### config.mk
export PLATFORM = sky130hd
export DESIGN_NAME = exc_arbiter_flat
export DESIGN_NICKNAME = d
export VERILOG_FILES = /design/src/rtl/exc_arb_if.sv /design/src/rtl/exc_arbiter.sv /design/src/flat_wrapper.sv
export SDC_FILE = /design/constraint.sdc
export NUM_CORES = 1
export LEC_CHECK = 0
export ABC_AREA = 1
export BUFFER_PORTS_ARGS = -buffer_cell sky130_fd_sc_hd__buf_4
export CAP_MARGIN = 20
export CORE_AREA = 2 2 271 273
export DETAILED_ROUTE_END_ITERATION = 10
export DIE_AREA = 0 0 273 275
export GPL_ROUTABILITY_DRIVEN = 1
export PLACE_DENSITY = 0.47
export SLEW_MARGIN = 20
export SYNTH_ARGS = -nofsm -noshare
export SYNTH_HDL_FRONTEND = slang
export SYNTH_SLANG_ARGS = --single-unit
### constraint.sdc
create_clock -name clk -period 2 [get_ports clk]
set_clock_uncertainty 0.05 [all_clocks]
set_input_delay 0.1 -clock clk [delete_from_list [all_inputs] [get_ports clk]]
set_output_delay 0.1 -clock clk [all_outputs]
set_load 0.005 [all_outputs]
### src/rtl/exc_arb_if.sv
// Request/response bundle between the memory-stage exception collector and the
// exception arbiter (CP0 update fields, redirect target and flush).
interface exc_arb_if #(
  parameter int unsigned NUM_SRC      = 12,
  parameter int unsigned INT_W        = 8,
  parameter int unsigned FLUSH_STAGES = 4
);
  logic [NUM_SRC-1:0]      exc_req;
  logic [NUM_SRC*5-1:0]    exc_code_in;
  logic [NUM_SRC-1:0]      exc_refill;
  logic [NUM_SRC-1:0]      exc_bad_we;
  logic [NUM_SRC*32-1:0]   exc_badaddr;
  logic [31:0]             epc_in;
  logic                    eret;
  logic [31:0]             eret_target;
  logic                    allow_int;
  logic [INT_W-1:0]        int_pending;
  logic                    sr_bev;
  logic                    sr_exl;
  logic [31:0]             ebase;
  logic                    fetch_ack;

  logic                    cur_exc;
  logic                    flush;
  logic [FLUSH_STAGES-1:0] flush_vec;
  logic                    cp0_wr_exp;
  logic                    clear_exl;
  logic [4:0]              exc_code;
  logic [31:0]             epc;
  logic [31:0]             badvaddr;
  logic                    badvaddr_we;
  logic [31:0]             new_pc;

  modport master (
    output exc_req, exc_code_in, exc_refill, exc_bad_we, exc_badaddr, epc_in,
           eret, eret_target, allow_int, int_pending, sr_bev, sr_exl, ebase, fetch_ack,
    input  cur_exc, flush, flush_vec, cp0_wr_exp, clear_exl, exc_code, epc,
           badvaddr, badvaddr_we, new_pc
  );

  modport slave (
    input  exc_req, exc_code_in, exc_refill, exc_bad_we, exc_badaddr, epc_in,
           eret, eret_target, allow_int, int_pending, sr_bev, sr_exl, ebase, fetch_ack,
    output cur_exc, flush, flush_vec, cp0_wr_exp, clear_exl, exc_code, epc,
           badvaddr, badvaddr_we, new_pc
  );
endinterface

### src/rtl/exc_arbiter.sv
// N-source exception/interrupt/ERET arbiter with flush-hold FSM.
// Optional macro EXC_ARB_PERF_CNT_EN adds the exc_count performance counter.
module exc_arbiter #(
  parameter int unsigned NUM_SRC      = 12,
  parameter int unsigned INT_W        = 8,
  parameter int unsigned FLUSH_STAGES = 4,
  parameter int unsigned MIN_FLUSH    = 1
) (
  input  logic          clk,
  input  logic          reset,
  exc_arb_if.slave      bus
`ifdef EXC_ARB_PERF_CNT_EN
  ,
  output logic [31:0]   exc_count
`endif
);

  localparam int unsigned    CNT_W    = 4;
  localparam logic [CNT_W-1:0] CNT_MAX  = CNT_W'(15);
  localparam logic [CNT_W-1:0] CNT_MIN  = CNT_W'(MIN_FLUSH);
  localparam logic [31:0]      BEV_BASE = 32'hBFC0_0200;
  localparam logic [31:0]      GEN_OFS  = 32'h0000_0180;

  typedef enum logic {ST_IDLE, ST_FLUSH} state_t;

  state_t           r_state, w_nxt_state;
  logic [CNT_W-1:0] r_cnt, w_nxt_cnt;
  logic             r_flush, w_nxt_flush;
  logic             r_cp0_wr_exp, w_nxt_cp0_wr_exp;
  logic             r_clear_exl, w_nxt_clear_exl;
  logic [4:0]       r_exc_code, w_nxt_exc_code;
  logic [31:0]      r_epc, w_nxt_epc;
  logic [31:0]      r_badvaddr, w_nxt_badvaddr;
  logic             r_badvaddr_we, w_nxt_badvaddr_we;
  logic [31:0]      r_new_pc, w_nxt_new_pc;

  logic [INT_W-1:0] w_int_pend;
  logic             w_int;
  logic             w_src_hit;
  logic [4:0]       w_src_code;
  logic             w_src_refill;
  logic             w_src_bad_we;
  logic [31:0]      w_src_badaddr;
  logic [31:0]      w_base;
  logic             w_take;

  assign w_int_pend = bus.int_pending;
  assign w_int      = bus.allow_int & (|w_int_pend);
  assign w_base     = bus.sr_bev ? BEV_BASE : bus.ebase;
  assign w_take     = (r_state == ST_IDLE) & (w_int | w_src_hit | bus.eret);

  // Lowest-index requesting source wins; scan downward so it is assigned last.
  always_comb begin
    w_src_hit     = 1'b0;
    w_src_code    = '0;
    w_src_refill  = 1'b0;
    w_src_bad_we  = 1'b0;
    w_src_badaddr = '0;
    for (int i = int'(NUM_SRC) - 1; i >= 0; i--) begin
      if (bus.exc_req[i]) begin
        w_src_hit     = 1'b1;
        w_src_code    = bus.exc_code_in[5*i +: 5];
        w_src_refill  = bus.exc_refill[i];
        w_src_bad_we  = bus.exc_bad_we[i];
        w_src_badaddr = bus.exc_badaddr[32*i +: 32];
      end
    end
  end

  // Next-state and next-output logic.
  always_comb begin
    w_nxt_state       = r_state;
    w_nxt_cnt         = r_cnt;
    w_nxt_flush       = r_flush;
    w_nxt_cp0_wr_exp  = 1'b0;
    w_nxt_clear_exl   = 1'b0;
    w_nxt_badvaddr_we = 1'b0;
    w_nxt_exc_code    = r_exc_code;
    w_nxt_epc         = r_epc;
    w_nxt_badvaddr    = r_badvaddr;
    w_nxt_new_pc      = r_new_pc;
    case (r_state)
      ST_IDLE: begin
        if (w_take) begin
          w_nxt_state = ST_FLUSH;
          w_nxt_cnt   = CNT_W'(1);
          w_nxt_flush = 1'b1;
          if (w_int) begin
            w_nxt_exc_code   = 5'd0;
            w_nxt_epc        = bus.epc_in;
            w_nxt_cp0_wr_exp = 1'b1;
            w_nxt_new_pc     = w_base + GEN_OFS;
          end else if (w_src_hit) begin
            w_nxt_exc_code    = w_src_code;
            w_nxt_epc         = bus.epc_in;
            w_nxt_cp0_wr_exp  = 1'b1;
            w_nxt_badvaddr_we = w_src_bad_we;
            if (w_src_bad_we) w_nxt_badvaddr = w_src_badaddr;
            // TLB refill uses the base vector only outside exception level.
            w_nxt_new_pc = (w_src_refill & ~bus.sr_exl) ? w_base : w_base + GEN_OFS;
          end else begin
            w_nxt_clear_exl = 1'b1;
            w_nxt_new_pc    = bus.eret_target;
          end
        end
      end
      ST_FLUSH: begin
        if (r_cnt != CNT_MAX) w_nxt_cnt = r_cnt + CNT_W'(1);
        if ((r_cnt >= CNT_MIN) && bus.fetch_ack) begin
          w_nxt_state = ST_IDLE;
          w_nxt_cnt   = '0;
          w_nxt_flush = 1'b0;
        end
      end
    endcase
  end

  always_ff @(posedge clk) begin
    if (reset) begin
      r_state       <= ST_IDLE;
      r_cnt         <= '0;
      r_flush       <= 1'b0;
      r_cp0_wr_exp  <= 1'b0;
      r_clear_exl   <= 1'b0;
      r_exc_code    <= '0;
      r_epc         <= '0;
      r_badvaddr    <= '0;
      r_badvaddr_we <= 1'b0;
      r_new_pc      <= '0;
    end else begin
      r_state       <= w_nxt_state;
      r_cnt         <= w_nxt_cnt;
      r_flush       <= w_nxt_flush;
      r_cp0_wr_exp  <= w_nxt_cp0_wr_exp;
      r_clear_exl   <= w_nxt_clear_exl;
      r_exc_code    <= w_nxt_exc_code;
      r_epc         <= w_nxt_epc;
      r_badvaddr    <= w_nxt_badvaddr;
      r_badvaddr_we <= w_nxt_badvaddr_we;
      r_new_pc      <= w_nxt_new_pc;
    end
  end

`ifdef EXC_ARB_PERF_CNT_EN
  logic [31:0] r_exc_count;

  // Counts taken exceptions/interrupts; ERET never pulses cp0_wr_exp.
  always_ff @(posedge clk) begin
    if (reset)             r_exc_count <= '0;
    else if (r_cp0_wr_exp) r_exc_count <= r_exc_count + 32'd1;
  end

  assign exc_count = r_exc_count;
`endif

  assign bus.cur_exc     = w_take;
  assign bus.flush       = r_flush;
  assign bus.flush_vec   = {FLUSH_STAGES{r_flush}};
  assign bus.cp0_wr_exp  = r_cp0_wr_exp;
  assign bus.clear_exl   = r_clear_exl;
  assign bus.exc_code    = r_exc_code;
  assign bus.epc         = r_epc;
  assign bus.badvaddr    = r_badvaddr;
  assign bus.badvaddr_we = r_badvaddr_we;
  assign bus.new_pc      = r_new_pc;

endmodule

### src/flat_wrapper.sv
// flat-port wrapper written by rule: the top's interface ports become plain ports
module exc_arbiter_flat 
#(
  parameter int unsigned NUM_SRC      = 12,
  parameter int unsigned INT_W        = 8,
  parameter int unsigned FLUSH_STAGES = 4,
  parameter int unsigned MIN_FLUSH    = 1
)
  (clk, reset, bus_exc_req, bus_exc_code_in, bus_exc_refill, bus_exc_bad_we, bus_exc_badaddr, bus_epc_in, bus_eret, bus_eret_target, bus_allow_int, bus_int_pending, bus_sr_bev, bus_sr_exl, bus_ebase, bus_fetch_ack, bus_cur_exc, bus_flush, bus_flush_vec, bus_cp0_wr_exp, bus_clear_exl, bus_exc_code, bus_epc, bus_badvaddr, bus_badvaddr_we, bus_new_pc);
  exc_arb_if #(.NUM_SRC(NUM_SRC), .INT_W(INT_W), .FLUSH_STAGES(FLUSH_STAGES)) bus_i ();
  input  logic clk;
  input  logic reset;
  input wire logic [$bits(bus_i.exc_req)-1:0] bus_exc_req;
  input wire logic [$bits(bus_i.exc_code_in)-1:0] bus_exc_code_in;
  input wire logic [$bits(bus_i.exc_refill)-1:0] bus_exc_refill;
  input wire logic [$bits(bus_i.exc_bad_we)-1:0] bus_exc_bad_we;
  input wire logic [$bits(bus_i.exc_badaddr)-1:0] bus_exc_badaddr;
  input wire logic [$bits(bus_i.epc_in)-1:0] bus_epc_in;
  input wire logic [$bits(bus_i.eret)-1:0] bus_eret;
  input wire logic [$bits(bus_i.eret_target)-1:0] bus_eret_target;
  input wire logic [$bits(bus_i.allow_int)-1:0] bus_allow_int;
  input wire logic [$bits(bus_i.int_pending)-1:0] bus_int_pending;
  input wire logic [$bits(bus_i.sr_bev)-1:0] bus_sr_bev;
  input wire logic [$bits(bus_i.sr_exl)-1:0] bus_sr_exl;
  input wire logic [$bits(bus_i.ebase)-1:0] bus_ebase;
  input wire logic [$bits(bus_i.fetch_ack)-1:0] bus_fetch_ack;
  output wire logic [$bits(bus_i.cur_exc)-1:0] bus_cur_exc;
  output wire logic [$bits(bus_i.flush)-1:0] bus_flush;
  output wire logic [$bits(bus_i.flush_vec)-1:0] bus_flush_vec;
  output wire logic [$bits(bus_i.cp0_wr_exp)-1:0] bus_cp0_wr_exp;
  output wire logic [$bits(bus_i.clear_exl)-1:0] bus_clear_exl;
  output wire logic [$bits(bus_i.exc_code)-1:0] bus_exc_code;
  output wire logic [$bits(bus_i.epc)-1:0] bus_epc;
  output wire logic [$bits(bus_i.badvaddr)-1:0] bus_badvaddr;
  output wire logic [$bits(bus_i.badvaddr_we)-1:0] bus_badvaddr_we;
  output wire logic [$bits(bus_i.new_pc)-1:0] bus_new_pc;
  assign bus_i.exc_req = bus_exc_req;
  assign bus_i.exc_code_in = bus_exc_code_in;
  assign bus_i.exc_refill = bus_exc_refill;
  assign bus_i.exc_bad_we = bus_exc_bad_we;
  assign bus_i.exc_badaddr = bus_exc_badaddr;
  assign bus_i.epc_in = bus_epc_in;
  assign bus_i.eret = bus_eret;
  assign bus_i.eret_target = bus_eret_target;
  assign bus_i.allow_int = bus_allow_int;
  assign bus_i.int_pending = bus_int_pending;
  assign bus_i.sr_bev = bus_sr_bev;
  assign bus_i.sr_exl = bus_sr_exl;
  assign bus_i.ebase = bus_ebase;
  assign bus_i.fetch_ack = bus_fetch_ack;
  assign bus_cur_exc = bus_i.cur_exc;
  assign bus_flush = bus_i.flush;
  assign bus_flush_vec = bus_i.flush_vec;
  assign bus_cp0_wr_exp = bus_i.cp0_wr_exp;
  assign bus_clear_exl = bus_i.clear_exl;
  assign bus_exc_code = bus_i.exc_code;
  assign bus_epc = bus_i.epc;
  assign bus_badvaddr = bus_i.badvaddr;
  assign bus_badvaddr_we = bus_i.badvaddr_we;
  assign bus_new_pc = bus_i.new_pc;
  exc_arbiter #(.NUM_SRC(NUM_SRC), .INT_W(INT_W), .FLUSH_STAGES(FLUSH_STAGES), .MIN_FLUSH(MIN_FLUSH)) u_core (.clk(clk), .reset(reset), .bus(bus_i));
endmodule
Yosys cells after proc, flatten, opt, wreduce, memory -nomap -nowiden
Index checks and enable logic that the tools add are counted.
W data, S select, Z words.
{"block": "totals", "ff_bits": 110, "input_bits": 591, "out_inout_bits": 110, "wordCells": 119}
{"block": "op_classes", "add_sub_neg": 2, "n_lt_le_gt_ge": 1, "n_eq_ne": 4, "n_mux": 81, "bitwise_logic": 10, "reduce_logical": 11}
{"operator": "$mux W32", "count": 18}
{"operator": "$mux W5", "count": 14}
{"operator": "$mux W1", "count": 43}
{"operator": "$add A32 B9 Y32 const B", "count": 1}
{"operator": "$mux W4", "count": 3}
{"operator": "$pmux W4 S2", "count": 1}
{"operator": "$reduce_or A8 Y1", "count": 1}
{"operator": "$reduce_and A2 Y1", "count": 3}
{"operator": "$not A1 Y1", "count": 5}
{"operator": "$reduce_and A5 Y1", "count": 1}
{"operator": "$reduce_or A5 Y1", "count": 1}
{"operator": "$add A4 B1 Y4 const B", "count": 1}
{"operator": "$ge A4 B1 Y1 const B", "count": 1}
{"operator": "$ne A2 B2 Y1 const B", "count": 2}
{"operator": "$ne A4 B4 Y1 const B", "count": 1}
{"operator": "$pmux W1 S2", "count": 2}
{"operator": "$reduce_or A4 Y1", "count": 1}
{"operator": "$and A1 B1 Y1", "count": 3}
{"operator": "$ne A3 B3 Y1 const B", "count": 1}
{"operator": "$reduce_and A3 Y1", "count": 1}
{"operator": "$reduce_or A3 Y1", "count": 1}
{"operator": "$or A1 B1 Y1", "count": 2}
{"operator": "$reduce_bool A2 Y1", "count": 1}
{"operator": "$logic_and A1 B1 Y1", "count": 1}

Depth between registers and ports, before layout
Gate-level depths: netlist of the first run.
{"block": "depth", "word_depth": 17, "depth_mapped": 18}

Worst setup path after synthesis of the first run
No wires, ideal clock.
{"block": "synth_timing", "path_type": "input to register", "start": "in bus_sr_bev", "end": "reg u_core.r_new_pc[25], in the netlist u_core.bus.new_pc[25]", "arrival_time_ps": 1845, "required_time_ps": 1894, "slack_ps": 50, "path_stages": 17, "path_buffers": 1, "path_cell_list": "buf_6 -> clkinv_2 -> nand2_2 -> ha_1 -> inv_1 -> nand4_1 -> nor2_2 -> nand2_1 -> nor2_2 -> nand2_1 -> o21ai_0 -> nand2_1 -> nand2_1 -> nand4_1 -> nand3_1 -> nand2_1 -> inv_1"}
{"block": "synth_via", "elab_chain_len": 5}
{"item": "start: declaration", "line_no": "flat_wrapper.sv:23", "text": "input wire logic [$bits(bus_i.sr_bev)-1:0] bus_sr_bev;"}
{"item": "$mux W32 (*)", "line_no": "exc_arbiter.sv:49", "text": "assign w_base = bus.sr_bev ? BEV_BASE : bus.ebase;"}
{"item": "$add A32 B9 Y32", "line_no": "exc_arbiter.sv:92, exc_arbiter.sv:100"}
{"item": "$mux W32", "line_no": "exc_arbiter.sv:100", "text": "w_nxt_new_pc = (w_src_refill & ~bus.sr_exl) ? w_base : w_base + GEN_OFS;"}
{"item": "$mux W32", "line_no": "exc_arbiter.sv:93", "text": "end else if (w_src_hit) begin"}
{"item": "$mux W32 (*)", "line_no": "exc_arbiter.sv:88", "text": "if (w_int) begin"}
{"item": "end signal: assignment", "line_no": "exc_arbiter.sv:140", "text": "r_new_pc <= w_nxt_new_pc;"}
{"item": "end: declaration", "line_no": "exc_arbiter.sv:35", "text": "logic [31:0] r_new_pc, w_nxt_new_pc;"}
Mark *: on every way between the ends. The rest lies on a longest branch, timed or not.
A chain may end at the register's enable or synchronous reset.

Final worst setup path of the first run
{"block": "layout_timing", "start": "in bus_exc_req[10]", "end": "out bus_cur_exc"}
{"block": "layout_via", "elab_chain_len": 14}
{"item": "start: declaration", "line_no": "flat_wrapper.sv:13", "text": "input wire logic [$bits(bus_i.exc_req)-1:0] bus_exc_req;"}
{"item": "$mux W1 (11 in a row)", "line_no": "exc_arbiter.sv:60", "text": "if (bus.exc_req[i]) begin"}
{"item": "$or A1 B1 Y1 (2 in a row)", "line_no": "exc_arbiter.sv:50", "text": "assign w_take = (r_state == ST_IDLE) & (w_int | w_src_hit | bus.eret);"}
{"item": "$and A1 B1 Y1", "line_no": "exc_arbiter.sv:50"}
{"item": "end: declaration", "line_no": "flat_wrapper.sv:27", "text": "output wire logic [$bits(bus_i.cur_exc)-1:0] bus_cur_exc;"}
Every way passes these cells.

==> metrics, run 1 <==
Simple-Gate Fraction of Synth Area 0.3637; CP required 1.85 ns; Pre-Repair DR Iteration Count 5; critical path launch point type input port; Final Instance Area ~18000 um^2; Cells after Synth 1570; final setup fails 0; post-synth cell types 48; Syn. warnings 0; GRT Total Usage 0.1762; overall power about 8500 uW; Synth Flop Type dfxtp_1; grt total ovfl 0; Slowest Stage Delay on Critical Path 0.38 ns; Max Clk Rate around 0.54 GHz; first-pass GRT wire length between 90000 and 100000 um; Starting DRT DRC Count between 1000 and 1500; crit end category output port; Cell Chain, Critical Path buf_4 -> buf_4 -> or2_4 -> nor3_4 -> nand2_4 -> nand2_4 -> nand2_4 -> buf_4 -> buf_4; leakage 0.008397 uW; via count between 10000 and 15000; post-synthesis mux area share 0; I/O Buffers 700; clock sinks 110; Routed WL between 60000 and 70000 um; CTS tree built; maximum clock path buffer count 2; fillers around 8300; ys async rst share 0; Yosys top cell by area dfxtp_1; Netlist Area Pre-Place between 9000 and 10000 um^2; Compound-Gate Fraction of Synth Area 0.2950; DIE AREA ~75000 um^2; syn_nets ~2200; adder-cell share of the synthesized area 0.005343; crit-path most repeated cell buf_4; vias per cell 4.228; die width around 270 um; Mean Syn Cell Area slightly below 6 um^2; placed inst area around 17000 um^2; top cell type's share of synthesized area 0.2351; ANT nets after route 0; EDFF count, synth 0; Avg WL per Cell between 20 and 25 um; final net count 2993; max-slew violations 0; share of post-route cells with drive strength above 1 0.3966; Root Driver clkbuf_16; Crit Path Class in -> out; Power Density 477.9 nW/um^2; commonest non-fill, non-tap cell in the layout buf_4; CTS H-tree lvls 3; reg-to-reg slack, setup 0.28 ns; I/O pin total 701; Setup TNS 0 ns; measured slew at the worst slew-check pin 0.5217 ns; max-cap violations 0; Layout Area Growth over Synthesis 90.73%; relative slew slack 0.6522; commonest cells after routing, fill and taps aside buf_4 (839), nand2_1 (386), nor2_1 (270); placed wire-length estimate approximately 60000 um; Die Y 275 um; Core Region approximately 72000 um^2; Num CTS Buffers 9; Synth Register Bits 110; Initial Util 0.1295; Resized cells post-CTS 0; largest net degree at the start of global routing 44; largest family of logic cells by synthesized area simple AND/OR/NAND/NOR gates; minimum clock period 1.863 ns; critical path arrival 1.71 ns; CTS clk-pin slew, worst paths approximately 0.1 ns; Worst Hold Class in -> reg; number of global-route vias before repair between 10000 and 15000; synth top area cells dfxtp_1 (24%), nand2_1 (15%), nor2_1 (11%); xor-xnor portion of the synthesized cell area 0.01122; maximum vdd ir drop 0.3633 mV; CP delay by family, top simple AND/OR/NAND/NOR gates; GP Congestion 0.9390; Seq/Total Area, Yosys 0.2351; initial antenna violation count 14; Final period util 0.9313; CP Max Fanout 11; final hold vios 0; row count 99; RSZ-0062 raised after global routing no; Bufs and invs on worst path 4; outcome finished clean; worst-skew pair later-pin latency 0.39 ns; cell with the largest stage delay on the worst path nor3_4; # DRC 0
==> worst paths after layout <==
check                                      from                                  to  depth (start not counted)
min                                bus_ebase[3]   u_core.bus.new_pc[3]$_SDFFE_PP0P_                          3
max                             bus_exc_req[10]                         bus_cur_exc                          9
max reg2reg           u_core.r_state$_SDFF_PP0_  u_core.bus.new_pc[20]$_SDFFE_PP0P_                          7
min reg2reg  u_core.bus.new_pc[14]$_SDFFE_PP0P_  u_core.bus.new_pc[14]$_SDFFE_PP0P_                          2
==> worst register-to-register path, delay by kind of cell (launching register included) <==
family	cells	cell delay, ns
buffers and inverters	3	0.54
AO/OA/AOI/OAI	2	0.30
flip-flops	1	0.32
AND/OR/NAND/NOR	2	0.40
==> metrics by stage <==
step	worst slack, ns	util	hold WS, ns	instances
6_report	0.1374	0.2470	0.03346	3365
5_1_grt	0.02085	0.2469	0.02358	3362
4_1_cts	0.1174	0.2469	0.003941	3362
3_5_place_dp	-0.1372	0.2334	0.3044	3278
3_3_place_gp	-0.1527	0.2334	0.2980	3278
2_1_floorplan	0.04972	-	0.1981	1570
==> sequential cells by signal (all words and copies together) (netlist names) <==
name and cells:
u_core.r_cnt 4, u_core.bus.epc 32, u_core.bus.exc_code 5, u_core.bus.badvaddr_we 1, u_core.bus.clear_exl 1, u_core.bus.flush 1
u_core.bus.cp0_wr_exp 1, u_core.bus.new_pc 32, u_core.r_state 1, u_core.bus.badvaddr 32
==> area by class of cell <==
class	count	area (um^2)	area share
repair buffers	935	7540	0.4220
diodes	3	7.507	0.0004202
clock buffers	10	229.0	0.01282
clock inverters	6	63.81	0.003572
inverters	76	291.5	0.01632
well taps	959	1200	0.06717
flip-flops and latches	110	2202	0.1233
multi-input cells	1266	6331	0.3544
==> cell usage after synthesis, types with 2 or more instances <==
library cell  count
o31ai_1           8
clkbuf_1         73
o22ai_1           8
a221oi_1         65
nor3_2            2
buf_6             7
and2_1            2
ha_1              4
o211ai_1         36
inv_2             7
buf_2            24
a21oi_1         108
buf_4             6
nor2_4            4
nand2_2           7
nor2_2           12
nand4_1          17
dfxtp_1         110
nand2_1         386
nand3_1          74
xor2_1            9
o221ai_1         24
a211oi_1          6
o21ai_0         153
nor3_1           14
o221a_2           7
buf_1             8
inv_1            66
xnor2_1           3
o311ai_0          7
nand2_4           3
nor2_1          270
or2_2            19
a31oi_1           7
==> power by group <==
group          internal [uW]  switching (uW)
clock network            887            1060
logic                   2030            1960
registers               2460             147
==> metal layers <==
| metal | track usage | vias to the layer above | part of all wire |
|---|---|---|---|
| li1 | - | 7057 | - |
| met1 | 0.2368 | 6487 | 0.45 |
| met2 | 0.2713 | 601 | 0.44 |
| met3 | 0.05700 | 71 | 0.092 |
| met4 | 0.04314 | 12 | 0.019 |
| met5 | 0 | - | 0.00085 |
==> logic make-up (layout without fill, tap and decap cells) <==
family / Yosys count / after routing
flops: 110 / 110
simple gates: 815 / 815
buf+inv: 194 / 1027
compound gates: 435 / 435
xor+xnor: 12 / 12
other cells: 0 / 3
fa+ha+maj: 4 / 4
==> timing repair <==
action,4_1_cts,5_1_grt
hold buffers,68,0
endpoints found under the hold margin,62,0
setup buffers,0,0
Note: power is estimated with default switching activity, not from simulation.
==> run 2, diff against run 1 <==
- PLACE_DENSITY: 0.47 -> 0.44
==> metrics, run 2 (synthesis results as in run 1) <==
clock sinks 110; Pre-Repair DR Iteration Count 6; Power Density between 400 and 500 nW/um^2; crit end category output port; vias per cell about 4.2; RSZ-0062 raised after global routing no; Layout Area Growth over Synthesis 91.82%; Max Clk Rate about 0.54 GHz; Num CTS Buffers 9; via count ~14000; CTS clk-pin slew, worst paths around 0.090 ns; commonest non-fill, non-tap cell in the layout buf_4; share of post-route cells with drive strength above 1 0.3991; ANT nets after route 0; clock group share of total power 0.234; Comb power frac 0.463; internal power 5404 uW; Starting DRT DRC Count 913; DIE AREA between 70000 and 80000 um^2; Flop pwr share 0.303; I/O pin total approximately 700; initial antenna violation count 9; measured slew at the worst slew-check pin 0.5741 ns; critical path launch point type input port; GRT Total Usage 0.1834; outcome finished clean; # DRC 0; P_sw around 3200 uW; max-slew violations 0; I/O Buffers 700; CTS tree built; commonest cells after routing, fill and taps aside buf_4 (847), nand2_1 (386), nor2_1 (270); max-cap violations 0; Routed WL between 70000 and 80000 um; CP required 1.85 ns; CP Max Fanout 9; final setup fails 0; Multi-input gate area 6336 um^2; Worst Hold Class in -> reg; Final Instance Area 17970 um^2; critical path arrival between 1.5 and 2 ns; fillers approximately 8400; largest net degree at the start of global routing 40; relative slew slack 0.6150; final net count ~3000; CTS H-tree lvls 3; Avg WL per Cell roughly 21 um; first-pass GRT wire length around 100000 um; Setup TNS 0 ns; worst-skew pair later-pin latency ~0.4 ns; minimum clock period 1.868 ns; Initial Util 0.1295; die width 273 um; worst hold margin 0.02865 ns; Die Y 275 um; Crit Path Class in -> out; placed inst area around 17000 um^2; GP Congestion approximately 0.93; Final period util 0.9340; sw frac 0.3722; placed wire-length estimate 61930 um; Root Driver clkbuf_16; Core Region approximately 72000 um^2; number of global-route vias before repair 14200; maximum clock path buffer count 2; final hold vios 0; grt total ovfl 0; Seq. cell area approximately 2200 um^2; leakage around 0.0085 uW; row count 99; maximum vdd ir drop around 0.42 mV
run 2: path summary, 6_finish.rpt:
path | start | endpoint | slack [ns] | cells after the start
worst max-delay path | bus_exc_req[4] | bus_cur_exc | 0.13 | 12
worst min-delay path | bus_exc_badaddr[15] | u_core.bus.badvaddr[15]$_SDFFE_PP0P_ | 0.03 | 5
worst max register to register | u_core.r_cnt[1]$_SDFFE_PP0P_ | u_core.r_cnt[1]$_SDFFE_PP0P_ | 0.38 | 9
worst min register to register | u_core.bus.new_pc[21]$_SDFFE_PP0P_ | u_core.bus.new_pc[21]$_SDFFE_PP0P_ | 0.41 | 2
run 2: worst max-delay path, stage by stage:
cell	delay, ns
buf_4	0.14
nor2_4	0.13
buf_12	0.12
buf_4	0.15
nand4_1	0.15
nor3_4	0.19
buf_4	0.16
nand2_4	0.07
nand2_4	0.10
nand2_4	0.09
buf_4	0.18
buf_4	0.14
run 2: what timing repair did:
item | CTS | global route
gates resized for setup | 0 | 1
hold buffers | 69 | 0
buffers inserted | 2 | 0
cloned | 0 | 0
setup endpoints to repair | 1 | 2
hold endpoints to repair | 64 | 0
pin swaps | 1 | 1
run 2: power groups by stage:
stage	logic [uW]	registers [uW]	clock network, uW
2_1_floorplan	1420	2660	0
3_3_place_gp	3900	2660	0
3_5_place_dp	3890	2660	0
4_1_cts	4020	2610	2110
5_1_grt	4340	2650	2180
6_report	3980	2610	2020
run 2: layout make-up:
cell class / instances / area share
Clock buffer: 10 / 0.01330
Tap cell: 959 / 0.06678
Timing Repair Buffer: 945 / 0.4247
Clock inverter: 6 / 0.003552
Multi-Input combinational cell: 1266 / 0.3526
Antenna cell: 2 / 0.0002786
Sequential cell: 110 / 0.1226
Inverter: 76 / 0.01623
run 2: metal layers:
metal | global-route usage | vias up | routed length [um]
li1 | - | 7068 | -
met1 | 0.2545 | 6518 | 33810
met2 | 0.2782 | 528 | 31200
met3 | 0.04626 | 78 | 5329
met4 | 0.05349 | 6 | 1666
met5 | 0 | - | 39
run 2: through the flow:
stage          setup WS [ns]  cells  utilization  total power (uW)
2_1_floorplan        0.04972   1570            -              4077
3_3_place_gp         -0.2047   3285       0.2343              6557
3_5_place_dp         -0.2144   3285       0.2343              6552
4_1_cts              0.04793   3372       0.2482              8744
5_1_grt             0.003111   3372       0.2483              9167
6_report              0.1319   3374       0.2484              8607
